$ cat src/rtl/motor_pwm4.sv
// Four-channel sign-magnitude PWM driver: period-aligned duty/dir updates, reversal dead time, command watchdog.
// Latency: duty/dir take effect on the clk after the next period boundary; brake 1 clk; no backpressure.
module motor_pwm4 #(
    parameter int CLK_DIV      = 4,
    parameter int DEAD_PERIODS = 2,
    parameter int WDT_CYCLES   = 5000000
) (
    input  logic       clk,
    input  logic       rst_n,
    input  logic [7:0] motor1,
    input  logic [7:0] motor2,
    input  logic [7:0] motor3,
    input  logic [7:0] motor4,
    input  logic       brake1,
    input  logic       brake2,
    input  logic       brake3,
    input  logic       brake4,
    input  logic       cmd_update,
    output logic [3:0] pwm,
    output logic [3:0] dir,
    output logic [3:0] brk,
    output logic       wdt_tripped
);
    localparam int PW = (CLK_DIV > 1) ? $clog2(CLK_DIV) : 1;
    localparam int DW = (DEAD_PERIODS > 1) ? $clog2(DEAD_PERIODS) : 1;
    localparam int WW = $clog2(WDT_CYCLES);
    localparam logic [PW-1:0] PRESC_LAST = PW'(CLK_DIV - 1);
    localparam logic [DW-1:0] DEAD_LAST  = DW'(DEAD_PERIODS - 1);
    localparam logic [WW-1:0] WDT_LAST   = WW'(WDT_CYCLES - 1);
    localparam logic [6:0]    CNT_LAST   = 7'd126;

    typedef enum logic [1:0] {ST_BRAKE, ST_RUN, ST_DEAD} state_t;

    logic [PW-1:0] presc_q, presc_d;
    logic [6:0]    cnt_q, cnt_d;
    logic          tick, pb;
    logic [WW-1:0] wdt_cnt_q, wdt_cnt_d;
    logic          wdt_q, wdt_d;
    state_t        state_q [4];
    state_t        state_d [4];
    logic [6:0]    duty_q [4];
    logic [6:0]    duty_d [4];
    logic [DW-1:0] dead_q [4];
    logic [DW-1:0] dead_d [4];
    logic [3:0]    dir_q, dir_d, pwm_q, pwm_d, brk_q, brk_d;
    logic [7:0]    motor [4];
    logic [3:0]    brake_in;

    assign motor[0] = motor1;
    assign motor[1] = motor2;
    assign motor[2] = motor3;
    assign motor[3] = motor4;
    assign brake_in = {brake4, brake3, brake2, brake1};

    always_comb begin
        tick    = (presc_q == PRESC_LAST);
        pb      = tick && (cnt_q == CNT_LAST);
        presc_d = tick ? '0 : presc_q + 1'b1;
        cnt_d   = cnt_q;
        if (tick) begin
            cnt_d = (cnt_q == CNT_LAST) ? 7'd0 : cnt_q + 7'd1;
        end
    end

    // cmd_update has priority over expiry; the counter parks at its last value once tripped
    always_comb begin
        wdt_cnt_d = wdt_cnt_q;
        wdt_d     = wdt_q;
        if (cmd_update) begin
            wdt_cnt_d = '0;
            wdt_d     = 1'b0;
        end else if (wdt_cnt_q == WDT_LAST) begin
            wdt_d = 1'b1;
        end else begin
            wdt_cnt_d = wdt_cnt_q + 1'b1;
        end
    end

    always_comb begin
        pwm_d = '0;
        brk_d = '0;
        dir_d = dir_q;
        for (int i = 0; i < 4; i++) begin
            state_d[i] = state_q[i];
            duty_d[i]  = duty_q[i];
            dead_d[i]  = dead_q[i];
            if (brake_in[i] || wdt_q) begin
                state_d[i] = ST_BRAKE;
            end else if (pb) begin
                case (state_q[i])
                    ST_BRAKE: begin
                        state_d[i] = ST_RUN;
                        duty_d[i]  = motor[i][6:0];
                        dir_d[i]   = motor[i][7];
                    end
                    ST_RUN: begin
                        if (motor[i][7] == dir_q[i]) begin
                            duty_d[i] = motor[i][6:0];
                        end else begin
                            state_d[i] = ST_DEAD;
                            dead_d[i]  = '0;
                        end
                    end
                    ST_DEAD: begin
                        if (dead_q[i] == DEAD_LAST) begin
                            state_d[i] = ST_RUN;
                            duty_d[i]  = motor[i][6:0];
                            dir_d[i]   = motor[i][7];
                        end else begin
                            dead_d[i] = dead_q[i] + 1'b1;
                        end
                    end
                    default: state_d[i] = ST_BRAKE;
                endcase
            end
            // Outputs are computed from next-state values so the pins are flops with no extra lag
            pwm_d[i] = (state_d[i] == ST_RUN) && (cnt_d < duty_d[i]);
            brk_d[i] = (state_d[i] == ST_BRAKE);
        end
    end

    always_ff @(posedge clk) begin
        if (!rst_n) begin
            presc_q   <= '0;
            cnt_q     <= '0;
            wdt_cnt_q <= '0;
            wdt_q     <= 1'b1;
            dir_q     <= '0;
            pwm_q     <= '0;
            brk_q     <= 4'hF;
            for (int i = 0; i < 4; i++) begin
                state_q[i] <= ST_BRAKE;
                duty_q[i]  <= '0;
                dead_q[i]  <= '0;
            end
        end else begin
            presc_q   <= presc_d;
            cnt_q     <= cnt_d;
            wdt_cnt_q <= wdt_cnt_d;
            wdt_q     <= wdt_d;
            dir_q     <= dir_d;
            pwm_q     <= pwm_d;
            brk_q     <= brk_d;
            for (int i = 0; i < 4; i++) begin
                state_q[i] <= state_d[i];
                duty_q[i]  <= duty_d[i];
                dead_q[i]  <= dead_d[i];
            end
        end
    end

    assign pwm         = pwm_q;
    assign dir         = dir_q;
    assign brk         = brk_q;
    assign wdt_tripped = wdt_q;

endmodule
$ cat config.mk
export PLATFORM = sky130hd
export DESIGN_NAME = motor_pwm4
export DESIGN_NICKNAME = d
export VERILOG_FILES = /design/src/rtl/motor_pwm4.sv
export SDC_FILE = /design/constraint.sdc
export NUM_CORES = 1
export LEC_CHECK = 0
export BUFFER_PORTS_ARGS = -buffer_cell sky130_fd_sc_hd__buf_2
export CAP_MARGIN = 5
export CORE_ASPECT_RATIO = 0.5
export CORE_MARGIN = 8
export CORE_UTILIZATION = 30
export DETAILED_ROUTE_END_ITERATION = 8
export GPL_TIMING_DRIVEN = 0
export HOLD_SLACK_MARGIN = 0.05
export PLACE_DENSITY = 0.47
export SYNTH_ARGS = -nofsm -noshare
export SYNTH_HDL_FRONTEND = slang
export SYNTH_SLANG_ARGS = --single-unit
$ cat constraint.sdc
create_clock -name clk -period 3.4 [get_ports clk]
set_input_delay 0.51 -clock clk [delete_from_list [all_inputs] [get_ports clk]]
set_output_delay 0.51 -clock clk [all_outputs]
set_load 0.01 [all_outputs]
======== Word level (Yosys, flattened, before mapping) ========
Memories as Yosys holds them, arrays and structs flattened.
Index checks and enable logic that the tools add are counted.
storage, ports and cells
  register bits after elaboration ......... 45
  RAM bits ................................ 40
  bits of input ports ..................... 39
  output and inout port bits .............. 13
  logic and storage cells ................. 178
  memories kept ........................... 3
cells by class
  add/sub/neg operators ................... 7
  $lt $le $gt $ge ......................... 4
  eq/ne operators ......................... 23
  mux-type cells .......................... 86
  bitwise gates (word level) .............. 17
  reduce and logical (&&, ||, !) cells .... 28
memory list
  name     depth  bits a word  rd ports  clocked after memory_dff  wr ports  RTL line  source
  duty_q   4      7            4         0                         4         41        logic [6:0] duty_q [4];
  state_q  4      2            4         0                         4         39        state_t state_q [4];
  dead_q   4      1            4         0                         4         43        logic [DW-1:0] dead_q [4];
operators by type and width
  cell                     number
  $mux W7                  22
  $pmux W7 S3              4
  $mux W2                  20
  $lt A7 B7 Y1             4
  $mux W1                  28
  $pmux W2 S3              4
  $add A23 B1 Y23 const B  1
  $eq A23 B23 Y1 const B   1
  $eq A2 B1 Y1 const B     8
  $logic_not A2 Y1         8
  $pmux W1 S2              8
  $reduce_and A4 Y1        4
  $or A1 B1 Y1             12
  $eq A2 B2 Y1 const B     5
  $reduce_bool A2 Y1       5
  $ne A2 B2 Y1 const B     4
  $add A7 B1 Y7 const B    1
  $eq A7 B7 Y1 const B     1
  $logic_and A1 B1 Y1      5
  $not A1 Y1               5
  $add A1 B1 Y1 const B    4
  $eq A1 B1 Y1             4
  $logic_or A1 B1 Y1       4
  $reduce_or A2 Y1         2
  $add A2 B1 Y2 const B    1

======== Logic depth before layout (Yosys ltp) ========
  depth after elaboration ................. 7
  mapped depth ............................ 14
  depth with buffers taken out ............ 13

======== Least setup slack after synthesis ========
OpenSTA, ideal clock, no wires.
  path type ............................... register to register
  from .................................... register cnt_q[0]
  to ...................................... register pwm_q[3], in the netlist pwm[3]
  library setup time ...................... 0.059 ns
  data arrival time ....................... 2.578 ns
  data required time ...................... 3.341 ns
  slack ................................... 0.762 ns
  stages on the path, launching flop included .. 13
  buffers on the path ..................... 1
  period minus slack after synthesis ...... 2.638 ns
  cells stage by stage .................... dfxtp_1 > inv_1 > ha_1 > and3_1 > clkbuf_2 > nand4b_1 > a211o_1 > a22oi_1 > ha_1 > a21o_1 > a21o_1 > a211oi_1 > o311a_1
between the ends
  cells in the longest elaborated chain, start to end .. 6
  elaborated cells on any way between the ends .. 12
  those cells by class .................... add/sub: 1; order compare: 1; eq/ne: 2; mux: 6; reduce/logical: 2
RTL lines
  item                                                   RTL line  source
  start: declaration                                     35        logic [6:0] cnt_q, cnt_d;
  start signal: assignment                               138       cnt_q <= cnt_d;
  branches (longest 5 deep; another with $add A7 B1 Y7)  --
  $logic_and A1 B1 Y1 (*)                                117       pwm_d[i] = (state_d[i] == ST_RUN) && (cnt_d < duty_d[i]);
  end signal: assignment                                 142       pwm_q <= pwm_d;
  end: declaration                                       45        logic [3:0] dir_q, dir_d, pwm_q, pwm_d, brk_q, brk_d;
Every way passes the cells marked *.
A chain may end at the register's enable or synchronous reset.

======== Worst setup path in the final report ========
Ends and elaborated chain as after synthesis.

==> results_tabular.tex <==
\begin{tabular}{lr}
\hline
Metric & Value \\
\hline
\multicolumn{2}{l}{\textbf{Outcome}} \\
\quad Run status & complete, no violations \\
\multicolumn{2}{l}{\textbf{STA}} \\
\quad Final number of hold-violating endpoints & 0 \\
\quad Worst-margin pin slew & 866 ps \\
\quad Post-layout min period & 3100 ps \\
\quad Final Max Tran Viols & 0 \\
\quad Highest achievable clock rate & 323 MHz \\
\quad Final setup violating endpoints & 0 \\
\quad Worst clock skew & 3.72 ps \\
\quad Slew HR & 41.7\% \\
\quad Fin Setup TNS & 0 ps \\
\quad Fin crit share & 91.1\% \\
\quad Unrepaired setup endpoints after global routing & false \\
\multicolumn{2}{l}{\textbf{Die}} \\
\quad Placeable core region & 15300 um2 \\
\quad \# rows & 32 \\
\quad Area of the die & 20100 um2 \\
\quad DIE HEIGHT & 104 um \\
\quad Effective utilization at floorplan & 30.5\% \\
\quad X dimension of the die & 193 um \\
\quad Number of placed I/O pins & 52 \\
\multicolumn{2}{l}{\textbf{Global route}} \\
\quad Global routing's busiest layer & met2 \\
\quad Met2 track demand over resource in global routing & 19.8\% \\
\quad Pin count of the biggest net entering global routing & 14 \\
\quad Met1 usage in global routing & 16.4\% \\
\quad Total global-route track usage & 12.4\% \\
\quad Met3 global-route usage & 2.64\% \\
\quad Aggregate global routing overflow & 0 \\
\quad First-pass GRT wire length & 19800 um \\
\quad Via count of the first global-routing pass & 3912 \\
\quad Initial antenna violation count & 0 \\
\multicolumn{2}{l}{\textbf{Clock network}} \\
\quad Depth of the CTS H-tree & 3 \\
\quad Number of clock sinks & 85 \\
\quad Clock tree from TritonCTS & built \\
\quad Bufs on Longest Clock Path & 2 \\
\quad Clock-pin slew of the registers on the worst-case setup and hold paths & 60 ps \\
\quad Clock Latency Late Sink & 340 ps \\
\quad Root Buffer & clkbuf\_16 \\
\quad Inserted Clock Buffers & 9 \\
\quad CTS Hold Buffers Added & 0 \\
\multicolumn{2}{l}{\textbf{Run}} \\
\quad Number of maximum-capacitance constraint violations & 0 \\
\multicolumn{2}{l}{\textbf{Finish}} \\
\quad Antenna diode instance count & 0 \\
\quad Highest-count cells in the layout ignoring fill and taps & dfxtp\_1 (82), nor2\_1 (75), buf\_2 (52), ha\_1 (32), nand2\_1 (29) \\
\quad NumNets Final & 660 \\
\quad Number of fillers in the final layout & 1627 \\
\quad Synthesis-to-finish area growth & 17.3\% \\
\quad Fraction of final layout cells sized beyond drive strength 1 & 16.0\% \\
\quad Leading cell type in the layout, fill and taps excluded & dfxtp\_1 \\
\quad Post-layout util & 35.7\% \\
\multicolumn{2}{l}{\textbf{Logic synthesis}} \\
\quad Dominant combinational cell family by area after synthesis & simple AND/OR/NAND/NOR gates \\
\quad Post-Syn Area per Cell & 8.88 um2 \\
\quad Post-synthesis sequential area ratio & 37.1\% \\
\quad Area share of and/or/nand/nor cells after synthesis & 22.8\% \\
\quad Xor/xnor share of the synthesized area & 4.31\% \\
\quad Synth unique cells & 75 \\
\quad Synth Area in Compound Gates & 16.8\% \\
\quad Top flip-flop cell by instance count after synthesis & dfxtp\_1 \\
\quad Number of synthesized flops with an enable pin & 3 \\
\quad Count of synthesis-stage warnings from yosys & 0 \\
\quad Synth Register Bits & 85 \\
\quad Post-synth net total & 597 \\
\quad Post-synthesis adder-cell area fraction & 8.57\% \\
\quad Fraction of registers with async set or reset after synthesis & 0\% \\
\quad Synth Instances & 526 \\
\quad Mux share of post-synthesis cell area & 6.99\% \\
\quad Synthesized area & 4670 um2 \\
\multicolumn{2}{l}{\textbf{Worst hold path}} \\
\quad Classification of the worst-slack hold path & reg -> reg \\
\multicolumn{2}{l}{\textbf{Worst setup path}} \\
\quad Data arrival time of the critical path & 3380 ps \\
\quad Kind of capture point of the worst setup path & register \\
\quad Family of cells with the greatest summed delay on the critical path & compound AO/OA/AOI/OAI gates \\
\quad Maximum fanout count along the critical path & 8 \\
\quad Cell with the biggest individual delay on the critical path & a211o\_1 \\
\quad Startpoint kind of the worst setup timing path & register \\
\quad Required time of the critical path & 3680 ps \\
\quad Critical path buffers and inverters & 2 \\
\quad Worst stage delay on the critical path & 380 ps \\
\quad Cells along the critical path & inv\_1, ha\_1, and3\_1, clkbuf\_2, nand4b\_1, a211o\_1, a22oi\_1, ha\_1, a21o\_1, a21o\_1, a211oi\_1, o311a\_1 \\
\quad Category of the most critical setup path & reg -> reg \\
\multicolumn{2}{l}{\textbf{Placement}} \\
\quad Final weighted congestion in routability-driven placement & 0.803 \\
\quad Total of buffers placed on input and output ports & 50 \\
\quad DP Wirelength & 9250 um \\
\multicolumn{2}{l}{\textbf{Power and ir drop}} \\
\quad Total power & 2.07 mW \\
\quad Static leakage & 2.24 nW \\
\quad Power density relative to cell area & 377 nW/um2 \\
\quad Peak supply drop & 0.174 mV \\
\multicolumn{2}{l}{\textbf{Detailed routing}} \\
\quad First drt pass iteration count & 4 \\
\quad Vias after detailed routing & 3892 \\
\quad Detailed Route Iter0 Violations & 234 \\
\quad DRC violations left & 0 \\
\quad Post-route ant nets & 0 \\
\quad Routed wirelength normalized by instance count & 15.4 um \\
\quad Routed Wire Length & 12300 um \\
\quad Vias per cell & 4.88 \\
\hline
\end{tabular}
## cell families after synthesis
group / count (synthesis)
and+or+nand+nor: 204
buffers and inverters: 37
muxes: 32
xor gates and xnor gates: 23
AOI/OAI and AO/OA: 113
DFF: 85
adders and majority gates: 32
## final cells by class
cell class	count	area [um2]	area share [%]
multi-input combinational	404	2780	50.8
inverter	18	67.6	1.23
clock inverter	1	5.00	0.0913
buffer	19	95.1	1.74
clock buffer	15	278	5.07
tap	204	255	4.66
timing repair buffer	52	265	4.84
sequential	85	1730	31.6
## through the flow
step                hold slack (ps)  area (um2)  std cells  setup slack, ps
floorplan                       404        4670        526              762
global placement                415        5180        780              150
detailed placement              417        5180        780              184
CTS                             413        5460        796              164
global route                    430        5480        798             10.3
finish                          425        5480        798              301
## worst paths after layout
path         startpoint          to  slack [ps]  cells past startpoint
max            cnt_q[0]      pwm[3]         300                     12
min          presc_q[0]  presc_q[0]         430                      1
max reg2reg    cnt_q[0]      pwm[3]         300                     12
min reg2reg  presc_q[0]  presc_q[0]         430                      1
## metal layers
layer	routed length [um]	part of all wire (%)
met4	87	0.71
met1	5930	48
met5	0	0
met2	5750	47
met3	500	4.1
## registers in the layout, indices dropped and copies added, names as in the netlist
register     cells
brk              4
wdt_cnt_q       23
state_q          8
cnt_q            7
presc_q          2
dead_q           4
duty_q          28
pwm              4
dir              4
wdt_tripped      1
## power breakdown
part	total (mW)	internal [mW]	switching, mW	leakage, nW
Sequential	1.02	1.01	0.00635	0.692
Combinational	0.101	0.0399	0.0613	1.41
Clock	0.948	0.556	0.393	0.140
Total	2.07	1.60	0.460	2.24
## what timing repair did
action,in CTS,in global routing
endpoints found under the setup margin,0,2
gates resized for setup,0,1
buffers inserted,0,2
## cells in the mapped netlist, types with 2 or more instances
cell type	instances	area, um2
dfxtp_1	82	1640
nor2_1	75	282
ha_1	32	400
nand2_1	29	109
mux2i_1	27	270
a21oi_1	25	125
o21ai_0	21	105
inv_1	18	67.6
and2_1	15	93.8
nand3_1	14	70.1
nand4_1	13	81.3
xor2_1	12	105
clkbuf_1	11	41.3
xnor2_1	11	96.3
a21o_1	9	67.6
nor3_1	8	40.0
a22oi_1	7	52.6
a211oi_1	6	45.0
and3_1	6	37.5
o211ai_1	6	45.0
mux2_2	5	56.3
nor4_1	5	31.3
a211o_1	4	35.0
a31oi_1	4	25.0
nand2b_1	4	25.0
nor2b_1	4	25.0
nor3b_1	4	30.0
o22ai_1	4	25.0
or3_1	4	25.0
and4_1	3	26.3
edfxtp_1	3	90.1
and3_2	2	15.0
buf_1	2	7.51
buf_2	2	10.0
nand3_2	2	20.0
nand3b_1	2	15.0
nor2_4	2	22.5
o2111ai_1	2	17.5
o21a_1	2	15.0
o31ai_1	2	15.0
or2_2	2	12.5
or4_1	2	15.0
Power figures use the tool's default switching activity.
